### config.mk
export PLATFORM = sky130hd
export DESIGN_NAME = fifo_frame_reader_flat
export DESIGN_NICKNAME = d
export VERILOG_FILES = /design/src/rtl/img_pkg.sv /design/src/rtl/fifo_frame_reader_if.sv /design/src/rtl/fifo_skid_buf.sv /design/src/rtl/fifo_frame_reader.sv /design/src/flat_wrapper.sv
export SDC_FILE = /design/constraint.sdc
export NUM_CORES = 1
export LEC_CHECK = 0
export CAP_MARGIN = 5
export CORE_MARGIN = 2
export CORE_UTILIZATION = 34
export CTS_CLUSTER_SIZE = 30
export DETAILED_ROUTE_END_ITERATION = 12
export PLACE_DENSITY = 0.53
export SLEW_MARGIN = 25
export SYNTH_ARGS = -nofsm -noshare
export SYNTH_HDL_FRONTEND = slang
export SYNTH_SLANG_ARGS = --single-unit
### constraint.sdc
create_clock -name sys_clk -period 5.1 [get_ports sys_clk]
set_input_delay 0.765 -clock sys_clk [delete_from_list [all_inputs] [get_ports sys_clk]]
set_output_delay 0.765 -clock sys_clk [all_outputs]
set_load 0.1 [all_outputs]
### src/rtl/img_pkg.sv
// Shared definitions for the image read path: reader FSM states, default frame geometry,
// and a counter-width helper that stays legal for a range of 1.
package img_pkg;

  localparam int IMG_W_DEF = 640;
  localparam int IMG_H_DEF = 480;

  typedef enum logic [1:0] {
    IDLE  = 2'd0,
    RUN   = 2'd1,
    DRAIN = 2'd2,
    DONE  = 2'd3
  } rd_state_t;

  // Width needed to count 0..n-1; a one-value range still gets a 1-bit counter.
  function automatic int cnt_w(input int n);
    return (n <= 1) ? 1 : $clog2(n);
  endfunction

endpackage

### src/rtl/fifo_frame_reader_if.sv
// Framed valid/ready pixel stream: data plus start-of-frame and end-of-line markers.
interface fifo_frame_reader_if #(
  parameter int DATA_WIDTH = 16
);
  logic                  m_valid;
  logic                  m_ready;
  logic [DATA_WIDTH-1:0] m_data;
  logic                  m_sof;
  logic                  m_eol;

  modport master (output m_valid, output m_data, output m_sof, output m_eol, input m_ready);
  modport slave  (input m_valid, input m_data, input m_sof, input m_eol, output m_ready);
endinterface

### src/rtl/fifo_skid_buf.sv
// Two-entry valid/ready buffer; entry 0 is always the head so the output is a plain register.
module fifo_skid_buf #(
  parameter int DATA_WIDTH = 16
) (
  input  logic                  sys_clk,
  input  logic                  sys_rst,
  input  logic                  in_valid,
  input  logic [DATA_WIDTH-1:0] in_data,
  output logic                  out_valid,
  input  logic                  out_ready,
  output logic [DATA_WIDTH-1:0] out_data,
  output logic [1:0]            count
);

  logic [DATA_WIDTH-1:0] ent0;
  logic [DATA_WIDTH-1:0] ent1;
  logic                  pop;

  assign out_valid = (count != 2'd0);
  assign out_data  = ent0;
  assign pop       = out_valid & out_ready;

  // The caller never pushes into a full buffer unless the head leaves in the same cycle.
  always_ff @(posedge sys_clk or negedge sys_rst) begin
    if (!sys_rst) begin
      // NOTE: the data entries are reset too, so the stream data reads 0 after reset.
      ent0  <= '0;
      ent1  <= '0;
      count <= 2'd0;
    end else begin
      // NOTE: sequential state uses <= so every register samples pre-edge values.
      case ({in_valid, pop})
        2'b10: begin
          if (count == 2'd0) ent0 <= in_data;
          else               ent1 <= in_data;
          count <= count + 2'd1;
        end
        2'b01: begin
          ent0  <= ent1;
          count <= count - 2'd1;
        end
        2'b11: begin
          if (count == 2'd1) begin
            ent0 <= in_data;
          end else begin
            ent0 <= ent1;
            ent1 <= in_data;
          end
        end
        default: ;
      endcase
    end
  end

endmodule

### src/rtl/fifo_frame_reader.sv
// Read side of syn_fifo: pops exactly one IMG_W x IMG_H frame per start and emits it as a
// valid/ready pixel stream with start-of-frame and end-of-line markers.
module fifo_frame_reader
  import img_pkg::*;
#(
  parameter int DATA_WIDTH = 16,
  parameter int IMG_W      = IMG_W_DEF,
  parameter int IMG_H      = IMG_H_DEF
) (
  input  logic                   sys_clk,
  input  logic                   sys_rst,
  input  logic                   start,
  output logic                   fifo_rd_en,
  input  logic [DATA_WIDTH-1:0]  fifo_rd_data,
  input  logic                   fifo_empty,
  fifo_frame_reader_if.master    m,
  output logic                   busy,
  output logic                   frame_done
);

  localparam int TOTAL = IMG_W * IMG_H;
  localparam int XW    = cnt_w(IMG_W);
  localparam int YW    = cnt_w(IMG_H);
  localparam int PW    = $clog2(TOTAL + 1);

  rd_state_t             state;
  logic                  inflight;
  logic [1:0]            buf_count;
  logic [XW-1:0]         x;
  logic [YW-1:0]         y;
  logic [PW-1:0]         pop_cnt;
  logic                  m_valid_i;
  logic [DATA_WIDTH-1:0] head;
  logic                  hs;
  logic                  x_last;
  logic                  y_last;
  logic [2:0]            occ;

  fifo_skid_buf #(.DATA_WIDTH(DATA_WIDTH)) u_buf (
    .sys_clk  (sys_clk),
    .sys_rst  (sys_rst),
    .in_valid (inflight),
    .in_data  (fifo_rd_data),
    .out_valid(m_valid_i),
    .out_ready(m.m_ready),
    .out_data (head),
    .count    (buf_count)
  );

  assign hs     = m_valid_i & m.m_ready;
  assign x_last = (x == XW'(IMG_W - 1));
  assign y_last = (y == YW'(IMG_H - 1));

  // Occupancy after this cycle's handshake: counting the departing head lets a pop issue
  // every cycle under continuous ready while still never holding more than two pixels.
  assign occ        = {1'b0, buf_count} + {2'b00, inflight} - {2'b00, hs};
  assign fifo_rd_en = (state == RUN) & ~fifo_empty & (occ < 3'd2);

  assign m.m_valid = m_valid_i;
  assign m.m_data  = head;
  assign m.m_sof   = m_valid_i & (x == '0) & (y == '0);
  assign m.m_eol   = m_valid_i & x_last;

  always_ff @(posedge sys_clk or negedge sys_rst) begin
    if (!sys_rst) begin
      state      <= IDLE;
      busy       <= 1'b0;
      frame_done <= 1'b0;
      inflight   <= 1'b0;
      x          <= '0;
      y          <= '0;
      pop_cnt    <= '0;
    end else begin
      inflight   <= fifo_rd_en;
      frame_done <= 1'b0;
      if (fifo_rd_en) pop_cnt <= pop_cnt + PW'(1);

      if (hs) begin
        if (x_last) begin
          x <= '0;
          y <= y_last ? '0 : y + YW'(1);
        end else begin
          x <= x + XW'(1);
        end
      end

      case (state)
        IDLE: begin
          if (start) begin
            state   <= RUN;
            busy    <= 1'b1;
            pop_cnt <= '0;
          end
        end
        RUN: begin
          if (fifo_rd_en && pop_cnt == PW'(TOTAL - 1)) state <= DRAIN;
        end
        DRAIN: begin
          if (hs && x_last && y_last) begin
            state      <= DONE;
            busy       <= 1'b0;
            frame_done <= 1'b1;
          end
        end
        DONE:    state <= IDLE;
        default: state <= IDLE;
      endcase
    end
  end

endmodule

### src/flat_wrapper.sv
// flat-port wrapper written by rule: the top's interface ports become plain ports
module fifo_frame_reader_flat import img_pkg::*;
#(
  parameter int DATA_WIDTH = 16,
  parameter int IMG_W      = IMG_W_DEF,
  parameter int IMG_H      = IMG_H_DEF
)
  (sys_clk, sys_rst, start, fifo_rd_en, fifo_rd_data, fifo_empty, busy, frame_done, m_m_valid, m_m_data, m_m_sof, m_m_eol, m_m_ready);
  fifo_frame_reader_if #(.DATA_WIDTH(DATA_WIDTH)) m_i ();
  input  logic sys_clk;
  input  logic sys_rst;
  input  logic start;
  output logic fifo_rd_en;
  input  logic [DATA_WIDTH-1:0] fifo_rd_data;
  input  logic fifo_empty;
  output logic busy;
  output logic frame_done;
  output wire logic [$bits(m_i.m_valid)-1:0] m_m_valid;
  output wire logic [$bits(m_i.m_data)-1:0] m_m_data;
  output wire logic [$bits(m_i.m_sof)-1:0] m_m_sof;
  output wire logic [$bits(m_i.m_eol)-1:0] m_m_eol;
  input wire logic [$bits(m_i.m_ready)-1:0] m_m_ready;
  assign m_m_valid = m_i.m_valid;
  assign m_m_data = m_i.m_data;
  assign m_m_sof = m_i.m_sof;
  assign m_m_eol = m_i.m_eol;
  assign m_i.m_ready = m_m_ready;
  fifo_frame_reader #(.DATA_WIDTH(DATA_WIDTH), .IMG_W(IMG_W), .IMG_H(IMG_H)) u_core (.sys_clk(sys_clk), .sys_rst(sys_rst), .start(start), .fifo_rd_en(fifo_rd_en), .fifo_rd_data(fifo_rd_data), .fifo_empty(fifo_empty), .m(m_i), .busy(busy), .frame_done(frame_done));
endmodule
; Word level (Yosys, flattened, before mapping)
; Index checks and enable logic that the tools add are counted.
[op_classes]
n_addsub = 7
mul = 0
div_mod_pow = 0
magnitude_cmp = 1
n_eq_ne = 16
shift = 0
n_mux = 21
bitwise = 7
n_reduce_logical = 17
[op_table]
columns = operator, count
row1 = $mux W16, 4
row2 = $mux W19, 3
row3 = $pmux W16 S3, 1
row4 = $pmux W16 S2, 1
row5 = $add A19 B1 Y19 const B, 1
row6 = $eq A19 B19 Y1 const B, 1
row7 = $add A10 B1 Y10 const B, 1
row8 = $eq A10 B10 Y1 const B, 1
row9 = $logic_not A10 Y1, 1
row10 = $mux W10, 1
row11 = $ne A2 B2 Y1 const B, 5
row12 = $add A9 B1 Y9 const B, 1
row13 = $eq A9 B9 Y1 const B, 1
row14 = $logic_not A9 Y1, 1
row15 = $mux W9, 1
row16 = $reduce_and A3 Y1, 3
row17 = $eq A2 B2 Y1 const B, 4
row18 = $pmux W2 S4, 1
row19 = $reduce_bool A2 Y1, 4
row20 = $and A1 B1 Y1, 6
row21 = $eq A2 B1 Y1 const B, 3
row22 = $mux W2, 3
row23 = $logic_not A2 Y1, 2
row24 = $mux W1, 4
row25 = 12 further kinds, 15
[totals]
register_bits = 77
latch_bits = 0
mem_bits_rw = 0
romBits = 0
in_bits = 21
out_inout_bits = 22
word_cells = 79
mem_count = 0

; Logic depth before layout (Yosys ltp)
; Gate-level depths: netlist (run 1).
[logic_depth]
ltp_word = 8
depth_mapped = 14
depth_no_buf = 12

; Modules after synthesis
; From an unflattened synthesis (run 1), not the netlist that was laid out.
[unflattened]
cells_unflattened = 381
area_unflattened_um2 = 3970.1
[modules_own_cells]
columns = module, instances, cells_each, area_per_inst_um2, seq_area_each_um2
row1 = fifo_frame_reader, 1, 231, 2309.7, 1076.0
row2 = fifo_skid_buf, 1, 150, 1660.3, 850.8

; Least setup slack after synthesis (run 1)
; No wires, ideal clock.
[synth_timing]
kind = register to output
start = reg u_core.u_buf.count[1]
end = out m_m_sof
arrival_ns = 4.207
t_required_ns = 4.335
slack_ns = 0.128
stages_incl_launch_ff = 6
path_buffers = 0
path_cell_list = dfrtp_1 -> inv_1 -> ha_1 -> nor4_1 -> nand3_1 -> nor4b_1
[synth_between]
elab_chain_len = 3
[synth_rtl]
columns = item, line_no
row1 = "start, declared", fifo_skid_buf.sv:12  ; output logic [1:0] count
row2 = "start signal, assigned", fifo_skid_buf.sv:36  ; count <= count + 2'd1;
row3 = "start signal, assigned", fifo_skid_buf.sv:40  ; count <= count - 2'd1;
row4 = $reduce_bool A2 Y1, fifo_skid_buf.sv:19  ; assign out_valid = (count != 2'd0);
row5 = $and A1 B1 Y1 (2 in series), fifo_frame_reader.sv:61  ; assign m.m_sof = m_valid_i & (x == '0) & (y == '0);
row6 = "end, declared", flat_wrapper.sv:20  ; output wire logic [$bits(m_i.m_sof)-1:0] m_m_sof;
; Every way passes these cells.

; Worst setup path in the final report (run 1)
[layout_timing]
start = in m_m_ready
end = out fifo_rd_en
[layout_between]
elab_chain_len = 4
[layout_rtl]
columns = item, line_no
row1 = "start, declared", flat_wrapper.sv:22  ; input wire logic [$bits(m_i.m_ready)-1:0] m_m_ready;
row2 = $and A1 B1 Y1, fifo_frame_reader.sv:50  ; assign hs = m_valid_i & m.m_ready;
row3 = $sub A3 B1 Y3, fifo_frame_reader.sv:56  ; assign occ = {1'b0, buf_count} + {2'b00, inflight} - {2'b00, hs};
row4 = $lt A3 B2 Y1, fifo_frame_reader.sv:57  ; assign fifo_rd_en = (state == RUN) & ~fifo_empty & (occ < 3'd2);
row5 = $and A1 B1 Y1, fifo_frame_reader.sv:57
row6 = "end, declared", flat_wrapper.sv:13  ; output logic fifo_rd_en;
; Every way passes these cells.

==> metrics, run 1 <==
final hold violations=0; Reg clk slew, reported paths=0.09 ns; DRC Markers=0; Hold Buf Count CTS=0; global placement routability congestion=0.746; Yosys reg bits=77; Clock Skews=between 0.01 and 0.015 ns; vias=2,673; CP Max Fanout=9; fin crit period=4.20 ns; Horiz. Die Dim=109 um; Seq/Total Area, Yosys=0.515; CTS tree=yes; RSZ-0062 raised after global routing=false; Die Height=109 um; I/O Buffers=42; final WL=7.42 mm; initial DRC count=around 130; period utilisation layout=0.823; Root Buffer=clkbuf_8; fin area=approximately 0.0046 mm^2; number of synthesized flops with an enable pin=0; Post-synth ARST share=1.00; footprint of the multi-input gates=0.00172 mm^2; htree depth=3; core area=about 0.011 mm^2; Ant. Diodes=0; pre-CTS setup slack=roughly 0.90 ns; post-CTS resize count=0; Seq. cell area=0.00193 mm^2; DPL Wire Length=around 5 mm; Fillers=1,047; full die area=0.0119 mm^2; final cell utilization of the core=0.423; non-filler cells, final=between 500 and 600; crit path DAT=3.43 ns; pwr/cell area=571 mW/mm^2; Area after DPL=0.00434 mm^2; max-slew violations=0; cell leakage power=~2.0 nW; Clock Latency Late Sink=0.35 ns; Longest Clk Path Bufs=2; post-synthesis cell area=0.00374 mm^2; antenna viol nets, final=0; CTS sink cnt=77; Worst slew margin=0.337; Slew @ Worst Pin=0.992 ns; status=finished clean; share of cells above drive strength 1=0.106; area share of the largest cell type after synthesis=0.515; Worst Hold Class=input pin to async pin; drt first pass iters=4; vias in the first global route=2,726; Post-Syn Nets=between 300 and 400; total number of yosys warnings=0; Placed Instances=531; Finish-stage setup viols=0; WL per Instance=13.6 um; # IOs=43; post-synth cell types=36; r2r setup slk=1.39 ns; Cells after Synth=355; commonest non-fill, non-tap cell in the layout=dfrtp_1; postcts setup bufs=0; Syn Area/Cell=between 10 and 15 um^2; initial core utilization=0.347; cts bufs inserted=9; Setup crit end kind=output port; Syn-to-layout area delta=21.9%; Post-synth top flop=dfrtp_1; Rows=38; Synth area leaders=dfrtp_1, xnor2_1, mux2i_1; initial antenna violation count=0; global route overflow=0; Setup TNS=0 ns; CP Launch Type=input pin; commonest cells after routing, fill and taps aside=dfrtp_1, clkdlybuf4s50_1, nand2_1, nor2_1, o21ai_0; Critical Path RT=between 4 and 5 ns; Setup CP Type=input pin to output port; fmax=~240 MHz; max-cap violations=0; first-pass GRT wire length=13.1 mm; largest net degree at the start of global routing=78; Total GRT Usage=0.141; drt via density=4.89; setup ws final=0.903 ns; worst vdd ir=0.000314 V; Synth area leader=dfrtp_1; fin nets=436
[state kept, by name, indices dropped and copies added (netlist names)]
signal                 cells
u_core.u_buf.count         2
u_core.state               2
u_core.y                   9
u_core.x                  10
u_core.frame_done          1
u_core.pop_cnt            19
u_core.busy                1
u_core.inflight            1
u_core.u_buf.out_data     16
u_core.u_buf.ent1         16
[worst paths after layout]
check | startpoint | endpoint | depth (start not counted)
setup / recovery | m_m_ready | fifo_rd_en | 10
hold / removal | sys_rst | u_core.u_buf.ent1[6] | 1
setup reg to reg | u_core.u_buf.count[1] | u_core.state[1] | 13
hold reg to reg | u_core.u_buf.out_data[15] | u_core.u_buf.out_data[15] | 2
max in group asynchronous | sys_rst | u_core.x[1] | 1
min in group sys_clk | u_core.u_buf.out_data[15] | u_core.u_buf.out_data[15] | 2
[per-stage QoR]
| stage | hold WS (ns) | power, mW |
|---|---|---|
| 2_1_floorplan | 0.469 | 1.81 |
| 3_3_place_gp | 0.461 | 2.10 |
| 3_5_place_dp | 0.474 | 2.13 |
| 4_1_cts | 0.490 | 2.64 |
| 5_1_grt | 0.479 | 2.77 |
| 6_report | 0.410 | 2.60 |
[synthesized netlist by cell type (2+ instances only)]
master,instances
buf_2,2
and4_1,2
inv_1,14
and2_1,3
nor2_1,28
a21oi_1,7
xor2_1,7
nand3_1,11
nor3_1,9
nand2_1,37
nor4b_1,3
mux2i_1,19
nand2b_1,3
ha_1,12
nor2b_1,2
or4_1,2
clkbuf_1,8
xnor2_1,23
dfrtp_1,77
mux2_2,16
o21ai_0,27
nand4_1,10
nor4_1,9
or3_1,4
and3_1,9
[final cells by class]
class,instances,share of cell area
multi-input combinational,252,0.377
sequential,77,0.422
inverter,15,0.0123
clock inverter,5,0.0187
timing repair buffer,47,0.103
clock buffer,11,0.0288
tap,140,0.0384
[worst max-delay path: stages]
cell             delay [ns]
clkdlybuf4s50_1        0.47
nor2b_1                0.13
buf_4                  0.17
inv_2                  0.08
ha_1                   0.35
nand2b_1               0.18
fa_1                   0.47
and3b_1                0.21
and2_1                 0.37
buf_12                 0.23
[cell families (layout without fill, tap and decap cells)]
group / Yosys count / after routing / synth area share
adder cells (fa/ha/maj): 13 / 13 / 0.0455
AO/OA/AOI/OAI: 37 / 37 / 0.0532
flip-flops: 77 / 77 / 0.515
XOR/XNOR: 30 / 30 / 0.0702
multiplexers: 36 / 36 / 0.102
AND/OR/NAND/NOR: 136 / 136 / 0.187
buffers and inverters: 26 / 78 / 0.0271
[report_power, final]
group | leakage [nW] | internal, mW | switching (mW)
Clock | 0.104 | 0.278 | 0.229
Sequential | 0.976 | 0.788 | 0.127
Combinational | 0.907 | 0.380 | 0.802
[layer usage]
metal  track usage  wire length (um)  up-vias
li1              -                 -     1321
met1         0.182              3480     1323
met2         0.228              3620       19
met3        0.0341               198       10
met4        0.0568               130        0
met5             0                 0        -
(Power assumes the default switching activity.)
==> run 2: changes to the inputs <==
--- a/config.mk
+++ b/config.mk
@@ -10,7 +10,7 @@
 export CORE_UTILIZATION = 34
 export CTS_CLUSTER_SIZE = 30
 export DETAILED_ROUTE_END_ITERATION = 12
-export PLACE_DENSITY = 0.53
+export PLACE_DENSITY = 0.55
 export SLEW_MARGIN = 25
 export SYNTH_ARGS = -nofsm -noshare
 export SYNTH_HDL_FRONTEND = slang
==> constraint.sdc (replaced) <==
create_clock -name sys_clk -period 3.8 [get_ports sys_clk]
set_input_delay 0.57 -clock sys_clk [delete_from_list [all_inputs] [get_ports sys_clk]]
set_output_delay 0.57 -clock sys_clk [all_outputs]
set_load 0.1 [all_outputs]
==> run 2 against run 1 <==
Worst setup slack worse by 0.65 ns. Global-route usage is 0.66 points lower. Power is 35% higher. First-iteration DRC count is 33% lower. Sequential share of layout area is 0.31 points lower. Critical path depth stayed put. Critical path type unchanged. Clock power is 27% higher. Final area is 0.74% higher.
==> metrics, run 2 (synthesized netlist as in run 1, its figures left out) <==
status=finished clean; initial antenna violation count=0 (unchanged); Reg clk slew, reported paths=0.09 ns (about the same); Critical Path RT=3.23 ns (-1.11 ns); Fillers=1,023 (-2.3%); max reg flops=19 (unchanged); Setup TNS=0 ns (unchanged); max-cap violations=0 (unchanged); Syn-to-layout area delta=22.8%; largest net degree at the start of global routing=78 (unchanged); vias=2,648 (-0.94%); commonest cells after routing, fill and taps aside=dfrtp_1, nand2_1, clkdlybuf4s50_1, nor2_1, o21ai_0; Worst slew margin=0.337 (+0.000724); drt via density=4.80 (-1.8%); pwr/cell area=762 mW/mm^2 (+34%); DRC Markers=0 (unchanged); Largest Register=u_core.pop_cnt; full die area=0.0119 mm^2 (unchanged); crit-path cells=clkdlybuf4s50_1, nor2b_1, inv_2, ha_1, nand2b_1, fa_1, xnor2_1, buf_4, and2_1, buf_12; top routing layer in use=met4; crit path DAT=2.98 ns (-0.45 ns); Worst Hold Class=input pin to async pin; post-CTS resize count=0 (unchanged); Setup CP Type=input pin to output port; Ant. Diodes=0 (unchanged); cell leakage power=2.01 nW (+1.1%); Total GRT Usage=0.135 (-0.00659); postcts setup bufs=0 (unchanged); Seq. cell area=0.00193 mm^2 (unchanged); commonest non-fill, non-tap cell in the layout=dfrtp_1; DPL Wire Length=5.08 mm (-0.69%); worst stage delay on the critical path=0.48 ns (about the same); I/O Buffers=42 (unchanged); core area=0.0108 mm^2 (unchanged); first-pass GRT wire length=12.4 mm (-5.1%); Die Height=109 um (unchanged); Root Buffer=clkbuf_8; max-slew violations=0 (unchanged); worst vdd ir=0.000483 V (+54%); initial DRC count=89 (-33%); Rows=38 (unchanged); initial core utilization=0.347 (unchanged); pre-CTS setup slack=0.0527 ns (-0.843 ns); cts bufs inserted=9 (unchanged); CTS tree=yes; drt first pass iters=4 (unchanged); CP Launch Type=input pin; antenna viol nets, final=0 (unchanged); vias in the first global route=2,622 (-3.8%); Post-Route M1 WL=3.47 mm (-0.17%); fin crit period=3.55 ns; cell family with most CP delay=buffers and inverters; # IOs=43 (unchanged); final hold violations=0 (unchanged); CP max-delay cell=clkdlybuf4s50_1; Longest Clk Path Bufs=2 (unchanged); htree depth=3 (unchanged); Horiz. Die Dim=109 um (unchanged); CP Max Fanout=3 (-6); footprint of the multi-input gates=0.00173 mm^2 (+0.73%); Buf+Inv Stages, Crit Path=4 (unchanged); final WL=7.42 mm (about the same); Finish-stage setup viols=0 (unchanged); Setup crit end kind=output port; Clock Skews=0.0128 ns (+0.00153 ns); share of cells above drive strength 1=0.133 (+0.0278); Hold Buf Count CTS=0 (unchanged); CTS sink cnt=77 (unchanged); fin nets=441 (+1.1%); setup ws final=0.254 ns (-0.649 ns); WL per Instance=13.4 um (-0.97%); final total power=3.50 mW (+35%); metal2 WL=3.65 mm (+0.86%); met3 wire len=198 um (unchanged); Clock Latency Late Sink=0.35 ns (about the same); global route overflow=0 (unchanged); period utilisation layout=0.933; Slew @ Worst Pin=0.991 ns (-0.00108 ns); RSZ-0062 raised after global routing=false; fmax=between 200 and 300 MHz; global placement routability congestion=0.752 (+0.84%)
run 2: cell type report:
cell class / instances / area share
clock buffers: 10 / 0.0299
repair buffers: 52 / 0.109
inverters: 15 / 0.0123
multi-input cells: 252 / 0.377
clock inverters: 6 / 0.0152
well taps: 140 / 0.0381
flip-flops and latches: 77 / 0.419
run 2: metrics by stage:
| step | util | instance area [um^2] | hold WS (ns) | instances |
|---|---|---|---|---|
| finish | 0.426 | 4600 | 0.229 | 552 |
| global route | 0.426 | 4600 | 0.272 | 552 |
| CTS | 0.425 | 4590 | 0.401 | 552 |
| detailed placement | 0.406 | 4380 | 0.472 | 536 |
| global placement | 0.406 | 4380 | 0.461 | 536 |
| floorplan | - | 3760 | 0.274 | 355 |
run 2: worst paths after layout:
path	startpoint	end	slack [ns]	depth (start not counted)
worst max-delay path	m_m_ready	fifo_rd_en	0.25	10
worst min register to register	u_core.u_buf.out_data[13]	u_core.u_buf.out_data[13]	0.49	2
max in group asynchronous	sys_rst	u_core.y[2]	3.06	1
worst min-delay path	sys_rst	u_core.u_buf.out_data[7]	0.23	1
min in group sys_clk	u_core.u_buf.out_data[13]	u_core.u_buf.out_data[13]	0.49	2
worst max register to register	u_core.u_buf.count[1]	u_core.state[1]	0.42	12
run 2: metal layers:
| metal | vias up | global-route usage |
|---|---|---|
| met5 | - | 0 |
| met4 | 0 | 0.0440 |
| met3 | 9 | 0.0341 |
| met2 | 22 | 0.222 |
| met1 | 1282 | 0.173 |
| li1 | 1335 | - |
run 2: power breakdown:
part / internal, mW / switching (mW)
combinational: 0.546 / 1.09
sequential: 1.06 / 0.167
clock: 0.326 / 0.318
